<file path="config.mk">
export PLATFORM = sky130hd
export DESIGN_NAME = prog_loader
export DESIGN_NICKNAME = d
export VERILOG_FILES = /design/src/rtl/prog_loader.sv
export SDC_FILE = /design/constraint.sdc
export NUM_CORES = 1
export LEC_CHECK = 0
export CORE_MARGIN = 3
export CORE_UTILIZATION = 45
export CTS_BUF_LIST = sky130_fd_sc_hd__clkbuf_16
export DETAILED_ROUTE_END_ITERATION = 8
export PLACE_DENSITY = 0.68
export SLEW_MARGIN = 20
export SYNTH_ARGS = -nofsm -noshare
export SYNTH_HDL_FRONTEND = slang
export SYNTH_SLANG_ARGS = --single-unit
</file>
<file path="constraint.sdc">
create_clock -name clk_100M -period 6.1 [get_ports clk_100M]
set_input_delay 1.22 -clock clk_100M [delete_from_list [all_inputs] [get_ports clk_100M]]
set_output_delay 1.22 -clock clk_100M [all_outputs]
set_load 0.005 [all_outputs]
</file>
<file path="src/rtl/prog_loader.sv">
// prog_loader: packs a valid/ready byte stream into little-endian words, writes them to RAM and holds the CPU in reset until the image is loaded (optional PROG_LOADER_CHECKSUM_EN adds a trailing 32-bit checksum stage)
module prog_loader #(
  parameter logic [31:0] BASE_ADDR = 32'h0000_0000,
  parameter logic [31:0] MAX_WORDS = 32'd64
) (
  input  logic        clk_100M,
  input  logic        rst_n,
  input  logic        clk_en,
  input  logic        load_req,
  input  logic        rx_valid,
  input  logic [7:0]  rx_data,
  output logic        rx_ready,
  output logic        busy,
  output logic        mem_wr_en,
  output logic [31:0] mem_addr,
  output logic [31:0] mem_w_data,
  output logic        cpu_rst,
  output logic        err,
  output logic [15:0] words_done
);
`ifdef PROG_LOADER_CHECKSUM_EN
  typedef enum logic [2:0] {S_LEN, S_DATA, S_WRITE, S_CSUM, S_DONE, S_ERROR} state_t;
  localparam state_t S_TAIL = S_CSUM;
`else
  typedef enum logic [2:0] {S_LEN, S_DATA, S_WRITE, S_DONE, S_ERROR} state_t;
  localparam state_t S_TAIL = S_DONE;
`endif
  state_t      r_state, w_next;
  logic [1:0]  r_bidx;
  logic [31:0] r_word, r_count, r_addr, r_wdata;
  logic [15:0] r_words_done;
  logic        r_err;
  logic        w_take, w_fire, w_last_word;
  logic [31:0] w_full;
  logic        w_sum_ok;
  // w_take marks the 4th byte of a group; only meaningful in states that accept bytes
  assign w_take      = clk_en & rx_valid & (r_bidx == 2'd3);
  assign w_fire      = clk_en & rx_valid & rx_ready;
  assign w_full      = {rx_data, r_word[31:8]};
  assign w_last_word = ({16'd0, r_words_done} + 32'd1) == r_count;
  assign busy        = r_state != S_DONE;
  assign cpu_rst     = r_state != S_DONE;
  assign mem_wr_en   = r_state == S_WRITE;
  assign mem_addr    = r_addr;
  assign mem_w_data  = r_wdata;
  assign err         = r_err;
  assign words_done  = r_words_done;
`ifdef PROG_LOADER_CHECKSUM_EN
  logic [31:0] r_sum;
  assign w_sum_ok = w_full == r_sum;
  // running modulo-2^32 sum of every word written in this load
  always_ff @(posedge clk_100M or negedge rst_n)
    if (!rst_n) r_sum <= '0;
    else if (clk_en) begin
      if (r_state == S_WRITE) r_sum <= r_sum + r_wdata;
      if (w_next == S_LEN && r_state != S_LEN) r_sum <= '0;
    end
`else
  assign w_sum_ok = 1'b0;
`endif
  // state register
  always_ff @(posedge clk_100M or negedge rst_n)
    if (!rst_n) r_state <= S_LEN;
    else r_state <= w_next;
  // next-state and byte-acceptance decode
  always_comb begin
    w_next   = r_state;
    rx_ready = 1'b0;
    case (r_state)
      S_LEN: begin
        rx_ready = 1'b1;
        if (w_take) w_next = w_full == 32'd0 ? S_TAIL : (w_full > MAX_WORDS ? S_ERROR : S_DATA);
      end
      S_DATA: begin
        rx_ready = 1'b1;
        if (w_take) w_next = S_WRITE;
      end
      S_WRITE: if (clk_en) w_next = w_last_word ? S_TAIL : S_DATA;
`ifdef PROG_LOADER_CHECKSUM_EN
      S_CSUM: begin
        rx_ready = 1'b1;
        if (w_take) w_next = w_sum_ok ? S_DONE : S_ERROR;
      end
`endif
      S_DONE, S_ERROR: if (clk_en && load_req) w_next = S_LEN;
      default: w_next = S_LEN;
    endcase
  end
  // byte packing, write address/data, progress counter and sticky error
  always_ff @(posedge clk_100M or negedge rst_n)
    if (!rst_n) begin
      r_bidx       <= '0;
      r_word       <= '0;
      r_count      <= '0;
      r_addr       <= BASE_ADDR;
      r_wdata      <= '0;
      r_words_done <= '0;
      r_err        <= 1'b0;
    end else if (clk_en) begin
      if (w_fire) begin
        r_word <= w_full;
        r_bidx <= r_bidx + 2'd1;
      end
      if (r_state == S_LEN && w_take) r_count <= w_full;
      if (r_state == S_DATA && w_take) r_wdata <= w_full;
      if (r_state == S_WRITE) begin
        r_addr       <= r_addr + 32'd4;
        r_words_done <= r_words_done + 16'd1;
      end
      if (w_next == S_ERROR) r_err <= 1'b1;
      if (w_next == S_LEN && r_state != S_LEN) begin
        r_addr       <= BASE_ADDR;
        r_words_done <= '0;
        r_bidx       <= '0;
        r_err        <= 1'b0;
      end
    end
endmodule

</file>
* Yosys cells after proc, flatten, opt, wreduce, memory -nomap -nowiden
Cells that the tools add are included. W data, S select, Z words.
Storage, ports and cells: output and inout bits 85, logic and storage cells 60, bits in registers 150
Cells by class: equal/unequal tests 8, bitwise operators 3, multiplexer cells 17, $lt $le $gt $ge 1, reductions and logical operators 19, add/sub/neg operators 4
Operators with widths (count):
- $mux W32 | 2
- $add A32 B3 Y32 const B | 1
- $eq A17 B32 Y1 | 1
- $gt A32 B7 Y1 const B | 1
- $logic_not A32 Y1 | 1
- $mux W16 | 2
- $mux W3 | 6
- $add A16 B1 Y17 const B | 1
- $add A16 B1 Y16 const B | 1
- $pmux W3 S4 | 1
- $reduce_and A2 Y1 | 6
- $eq A3 B2 Y1 const B | 2
- $eq A3 B3 Y1 const B | 2
- $logic_not A3 Y1 | 2
- $mux W2 | 3
- $reduce_bool A2 Y1 | 3
- $logic_and A1 B1 Y1 | 4
- $reduce_or A2 Y1 | 2
- $and A1 B1 Y1 | 3
- $eq A3 B1 Y1 const B | 1
- $mux W1 | 3
- $ne A3 B2 Y1 const B | 1
- $reduce_bool A3 Y1 | 1
- $add A2 B1 Y2 const B | 1
- $eq A2 B2 Y1 const B | 1

* Longest topological paths before layout
Gate-level depths: netlist of the first run.
depth in word-level cells 9, gate-level depth with buffers 9

* Least setup slack after synthesis of the first run
No wires, ideal clock.
path type input port to flip-flop, start point input clk_en, end point register r_bidx[0], slack 3.555 ns, arrival time 2.412 ns, stages on the path 7, buffers on the path 1, cell sequence clkbuf_1 > nand2_1 > o22ai_1 > nor3_1 > or2_2 > nor3_1 > o21ai_0
On the way: cells in the longest elaborated chain, start to end 8, elaborated cells between the ends (all ways) 14, those cells by class mux: 6; bitwise: 3; reduce/logical: 5
Ends and longest elaborated chain:
- start: declaration | RTL line 8 | input logic clk_en,
- $and A1 B1 Y1 (2 in a row) | RTL line 37 | assign w_take = clk_en & rx_valid & (r_bidx == 2'd3);
- $mux W3, on equally long branches | RTL line 76, 72
- $pmux W3 S4 (*) | RTL line 69 | case (r_state)
- via w_next[0] | RTL line 28 | state_t r_state, w_next;
- $logic_not A3 Y1 (*) | RTL line 111 | if (w_next == S_LEN && r_state != S_LEN) begin
- $logic_and A1 B1 Y1 (*) | RTL line 111
- $reduce_bool A2 Y1 (no line)
- $reduce_and A2 Y1 (no line)
- end signal: assignment | RTL line 102 | r_bidx <= r_bidx + 2'd1;
- end: declaration | RTL line 29 | logic [1:0] r_bidx;
The timed path passes the listed nets; every way through them passes the cells marked *. A chain may end at the register's enable or synchronous reset.

* Worst setup path after layout of the first run
start point input clk_en, end point register r_addr[22], in the netlist mem_addr[22]
On the way: cells in the longest elaborated chain, start to end 8, elaborated cells between the ends (all ways) 13, those cells by class mux: 6; bitwise: 2; reduce/logical: 5
Ends and longest elaborated chain:
- $and A1 B1 Y1 (2 in a row) | RTL line 37
- $mux W3, on equally long branches | RTL line 76, 72
- $pmux W3 S4 | RTL line 69
- $logic_not A3 Y1 | RTL line 111
- $logic_and A1 B1 Y1 | RTL line 111
- $reduce_bool A2 Y1 (no line)
- $reduce_and A2 Y1 (no line)
- end signal: assignment | RTL line 107 | r_addr <= r_addr + 32'd4;
- end: declaration | RTL line 30 | logic [31:0] r_word, r_count, r_addr, r_wdata;
Parallel ways exist; a longest one is shown, timed or not.

==> results.sh, run 1 <==
export IMPL_grt_pass1_wl_um=27600
export IMPL_ios=98
export IMPL_syn_avg_cell_area_um2=10.3
export IMPL_crit_fanout=27
export IMPL_place_hpwl_um=11000
export IMPL_grt_max_degree=86
export IMPL_routed_via_density=5.76
export IMPL_slew_limit_headroom_pct=31.7
export IMPL_yosys_area_top_type="dfrtp_1"
export IMPL_grtUsageTotal_pct=20.9
export IMPL_ir_drop_uv=219
export IMPL_drv_slew=0
export IMPL_synth_top_area_share_pct=51.7
export IMPL_drv_cap=0
export IMPL_netlist_area_um2=6780
export IMPL_hold_start="mem_w_data[6]"
export IMPL_fmax_ghz=0.305
export IMPL_syn_inst=660
export IMPL_whs_path_depth=2
export IMPL_clock_root_buffer="clkbuf_16"
export IMPL_fp_dieW_um=129
export IMPL_synthFlopType="dfrtp_1"
export IMPL_avgRoutedWirePerCell_um=17.6
export IMPL_power_total_w=0.00302
export IMPL_numCtsBuffers=17
export IMPL_grt_overflow_total=0
export IMPL_power_leakage_nw=3.84
export IMPL_status="complete, no violations"
export IMPL_clk_latency_ps=420
export IMPL_use_met2_pct=34.2
export IMPL_drc_errors=0
export IMPL_crit_path_start_kind="input pin"
export IMPL_async_reset_ff_share_pct=100
export IMPL_ys_seq_area_share_pct=51.7
export IMPL_r2r_end="mem_addr[22]"
export IMPL_synth_warnings=0
export IMPL_cts_resized=0
export IMPL_drtAntennaViolNets=0
export IMPL_synth_edf_count=0
export IMPL_gp_congestion=0.874
export IMPL_fin_crit_sh_pct=53.7
export IMPL_critical_path_class="input pin to register"
export IMPL_cts_tree="built"
export IMPL_hold_violations=0
export IMPL_post_synth_num_cell_types=62
export IMPL_drt_initial_drc_count=349
export IMPL_core_um2=14600
export IMPL_globalRouteMet3Util_pct=4.40
export IMPL_grt_busiest_layer="met2"
export IMPL_endpoint="mem_addr[22]"
export IMPL_insertedDiodeCount=0
export IMPL_drive_above_1_share_pct=15.9
export IMPL_post_cts_buffers=0
export IMPL_layout_nets=757
export IMPL_cts_sinks=140
export IMPL_synth_seq_cells=140
export IMPL_start_util_pct=46.3
export IMPL_layout_commonest_cell="dfrtp_1"
export IMPL_rr_worst_depth=6
export IMPL_fin_setup_tns_ps=0
export IMPL_cp_startpoint="clk_en"
export IMPL_reg2reg_from="r_state[1]"
export IMPL_cp_required_ps=6420
export IMPL_p_per_area_nw_per_um2=355
export IMPL_clk_pin_slew_worst_paths_ps=60
export IMPL_placementRows=44
export IMPL_vias=5404
export IMPL_skew_ps=8.30
export IMPL_endpoint_kind="register"
export IMPL_tightest_slew_ps=1020
export IMPL_clock_path_buffers=2
export IMPL_area_growth_pct=25.8
export IMPL_rrSetupSlack_ps=3460
export IMPL_setup_viol=0
export IMPL_cts_hold_buf=0
export IMPL_grt_pass1_vias=5316
export IMPL_die_area_um2=16600
export IMPL_grt_setup_unrepaired="false"
export IMPL_synth_area_top_cells="dfrtp_1, mux2_2, nand2_1, o21ai_0, xnor2_1"
export IMPL_io_buffer_count=95
export IMPL_hold_path_class="register to register"
export IMPL_met1_usage_pct=27.7
export IMPL_htree_levels=4
export IMPL_antenna_found_initial=0
export IMPL_final_cell_mix="dfrtp_1, nand2_1, clkdlybuf4s50_1"
export IMPL_arrival_ps=3600
export IMPL_wl_um=16500
export IMPL_dieHeight_um=129
export IMPL_min_period_ps=3280
export IMPL_firstDrtPassIters=5
flip-flops by register name (all words and copies together) (netlist names):
name,count
r_bidx,2
mem_addr,30
r_word,24
r_state,3
r_count,32
err,1
words_done,16
mem_w_data,32
worst max-delay path: stages:
cell             delay (ps)
clkdlybuf4s50_1         710
and2_1                  850
nand2_1                 130
or4_1                   460
o31ai_1                 230
where the power goes:
group,internal (W),total (W),switching (W)
Sequential,0.00111,0.00132,0.000207
Combinational,0.000257,0.000495,0.000238
Clock,0.000809,0.00121,0.000403
cell type report:
cell class,instances,area [um^2]
fill,1249,6120
sequential,140,3500
multi-input combinational,471,3060
timing repair buffer,100,990
clock buffer,17,425
clock inverter,15,269
tap,184,230
inverter,11,41.3
synthesized netlist by cell type, types with 2 or more instances:
cell type,instances
nor3_1,9
and2_1,3
nand4_1,20
o21ai_1,10
nor4_1,11
nor2_1,35
a22o_1,3
nand3b_1,2
mux2_2,63
ha_1,3
a21oi_1,13
o21ai_0,61
dfrtp_1,140
buf_4,6
o31ai_1,7
a21o_1,2
nor4_4,3
or3_1,4
inv_1,8
nor2b_1,3
buf_2,7
and4_1,5
nand3_1,24
nand2_1,108
xor2_1,7
a31oi_1,11
o41ai_1,4
inv_2,3
xnor2_1,20
nor4_2,2
and3_1,6
o211ai_1,2
nand4_4,2
clkbuf_1,25
routing by layer:
layer	wire [um]	share of wire (%)	up-vias
met5	0	0	-
met4	308	1.9	0
met3	808	4.9	23
met2	8160	49	156
met1	7270	44	2694
li1	-	-	2531
kinds of logic (layout without fill, tap and decap cells):
kind of cell / count (synthesis) / after routing / share of synthesized area, %
other: 1 / 2 / 0.0553
and+or+nand+nor: 249 / 249 / 19.3
muxes: 64 / 64 / 10.6
buffers and inverters: 50 / 143 / 3.25
DFF: 140 / 140 / 51.7
adders and majority gates: 3 / 3 / 0.554
xor gates and xnor gates: 27 / 27 / 3.49
AOI/OAI and AO/OA: 126 / 126 / 11.1
stage by stage:
stage                     util, %  hold slack [ps]  area [um^2]  setup WS (ps)  cells
after global routing         58.2              520         8520           2600    938
after CTS                    58.2              497         8520           2780    938
after floorplan                 -              473         6780           3550    661
final                        58.2              496         8520           2820    938
after global placement       53.5              474         7830           2520    906
after detailed placement     53.5              484         7830           2340    906
how the worst min path moves through the flow:
stage | end | slack, ps
CTS | mem_w_data[6] | 500
global placement | mem_w_data[6] | 470
floorplan | mem_w_data[6] | 470
detailed placement | mem_w_data[6] | 480
finish | mem_w_data[6] | 500
global route | mem_w_data[6] | 520
No activity file was read; power rests on OpenSTA's default activity.
==> run 2, diff against run 1 <==
--- a/config.mk
+++ b/config.mk
@@ -9,7 +9,7 @@
 export CORE_UTILIZATION = 45
 export CTS_BUF_LIST = sky130_fd_sc_hd__clkbuf_16
 export DETAILED_ROUTE_END_ITERATION = 8
-export PLACE_DENSITY = 0.68
+export PLACE_DENSITY = 0.71
 export SLEW_MARGIN = 20
 export SYNTH_ARGS = -nofsm -noshare
 export SYNTH_HDL_FRONTEND = slang
==> constraint.sdc (replaced) <==
create_clock -name clk_100M -period 2.7 [get_ports clk_100M]
set_input_delay 0.54 -clock clk_100M [delete_from_list [all_inputs] [get_ports clk_100M]]
set_output_delay 0.54 -clock clk_100M [all_outputs]
set_load 0.005 [all_outputs]
==> results.sh, run 2 (synthesis gave the netlist of run 1 again) <==
export IMPL_skew_ps=7.76
export IMPL_dpl_instance_area_um2=7940
export IMPL_post_cts_buffers=0
export IMPL_ios=98
export IMPL_worst_path_stages=3
export IMPL_min_period_ps=2390
export IMPL_p_per_area_nw_per_um2=730
export IMPL_slowest_stage="dfrtp_1"
export IMPL_cts_hold_buf=0
export IMPL_cp_required_ps=2160
export IMPL_cts_sinks=140
export IMPL_area_growth_pct=24.9
export IMPL_firstDrtPassIters=5
export IMPL_grtUsageTotal_pct=20.9
export IMPL_slew_limit_headroom_pct=30.5
export IMPL_fp_dieW_um=129
export IMPL_crit_path_start_kind="register"
export IMPL_htree_levels=4
export IMPL_gp_congestion=0.889
export IMPL_grt_overflow_total=0
export IMPL_rr_worst_depth=7
export IMPL_cp_startpoint="r_state[1]"
export IMPL_ir_drop_uv=531
export IMPL_clk_latency_ps=420
export IMPL_drv_slew=0
export IMPL_fin_setup_tns_ps=0
export IMPL_fmax_ghz=0.418
export IMPL_routed_via_density=5.76
export IMPL_crit_fanout=10
export IMPL_clk_pin_slew_worst_paths_ps=60
export IMPL_avgRoutedWirePerCell_um=17.3
export IMPL_final_cell_area_um2=8460
export IMPL_drv_cap=0
export IMPL_clock_root_buffer="clkbuf_16"
export IMPL_layout_nets=763
export IMPL_endpoint="mem_wr_en"
export IMPL_final_cell_mix="dfrtp_1, nand2_1, clkdlybuf4s50_1"
export IMPL_placementRows=44
export IMPL_io_buffer_count=95
export IMPL_setup_viol=0
export IMPL_crit_family="buffers and inverters"
export IMPL_cts_tree="built"
export IMPL_tightest_slew_ps=1040
export IMPL_antenna_found_initial=0
export IMPL_wl_um=16400
export IMPL_crit_chain="nand3b_4 -> inv_2 -> clkdlybuf4s50_1"
export IMPL_insertedDiodeCount=0
export IMPL_r2r_end="r_state[1]"
export IMPL_grt_setup_unrepaired="false"
export IMPL_max_stage_delay_ps=590
export IMPL_numCtsBuffers=17
export IMPL_critical_path_class="register to primary output"
export IMPL_core_um2=14600
export IMPL_place_hpwl_um=11300
export IMPL_clock_path_buffers=2
export IMPL_arrival_ps=1850
export IMPL_dieHeight_um=129
export IMPL_rrSetupSlack_ps=340
export IMPL_drtAntennaViolNets=0
export IMPL_die_area_um2=16600
export IMPL_hold_violations=0
export IMPL_grt_max_degree=62
export IMPL_drc_errors=0
export IMPL_start_util_pct=46.3
export IMPL_grt_pass1_vias=5333
export IMPL_hold_path_class="input pin to async pin"
export IMPL_fin_util_pct=57.8
export IMPL_layout_commonest_cell="dfrtp_1"
export IMPL_drt_initial_drc_count=386
export IMPL_reg2reg_from="words_done[1]"
export IMPL_fin_crit_sh_pct=88.5
export IMPL_endpoint_kind="primary output"
export IMPL_grt_pass1_wl_um=27700
export IMPL_cts_resized=0
export IMPL_drive_above_1_share_pct=16.3
export IMPL_critPathBufInv=2
export IMPL_power_leakage_nw=3.81
export IMPL_vias=5432
export IMPL_status="complete, no violations"
export IMPL_power_total_w=0.00618
## run 2: cell count changes in the layout (fill, tap and decap cells not counted)
cell | before | now
bufinv_16 | 7 | 0
clkinvlp_4 | 2 | 4
clkinv_4 | 2 | 4
clkinv_1 | 0 | 1
buf_4 | 5 | 6
buf_12 | 0 | 5
clkinv_2 | 1 | 2
## run 2: stage by stage
stage	hold slack (ps)	cells	setup slack (ps)
after floorplan	244	661	656
after global placement	473	912	230
after detailed placement	486	912	147
after CTS	107	943	284
after global routing	125	943	89.6
final	96.0	943	310
## run 2: how the worst min path moves through the flow
stage / depth (start not counted) / slack (ps) / end / start
detailed placement: 2 / 490 / mem_w_data[6] / mem_w_data[6]
finish: 1 / 100 / words_done[2] / rst_n
global placement: 1 / 470 / mem_addr[21] / mem_addr[21]
CTS: 1 / 110 / words_done[2] / rst_n
global route: 1 / 130 / words_done[2] / rst_n
floorplan: 0 / 240 / err / rst_n
## run 2: cell type report
class / count / area [um^2]
sequential: 140 / 3500
multi-input combinational: 471 / 3060
fill: 1223 / 6180
tap: 184 / 230
inverter: 11 / 41.3
clock inverter: 14 / 100
timing repair buffer: 106 / 1100
clock buffer: 17 / 425
## run 2: per-layer routing
layer | wire length (um) | part of all wire, % | track usage (%) | vias to the layer above
met5 | 0 | 0 | 0 | -
met4 | 329 | 2.0 | 7.47 | 0
met3 | 691 | 4.2 | 4.98 | 24
met2 | 7990 | 49 | 33.6 | 168
met1 | 7340 | 45 | 27.8 | 2699
li1 | - | - | - | 2541
## run 2: power by group
group	internal [W]	switching, W
Sequential	0.00251	0.000455
Clock	0.00117	0.000905
Combinational	0.000602	0.000540
Total	0.00428	0.00190
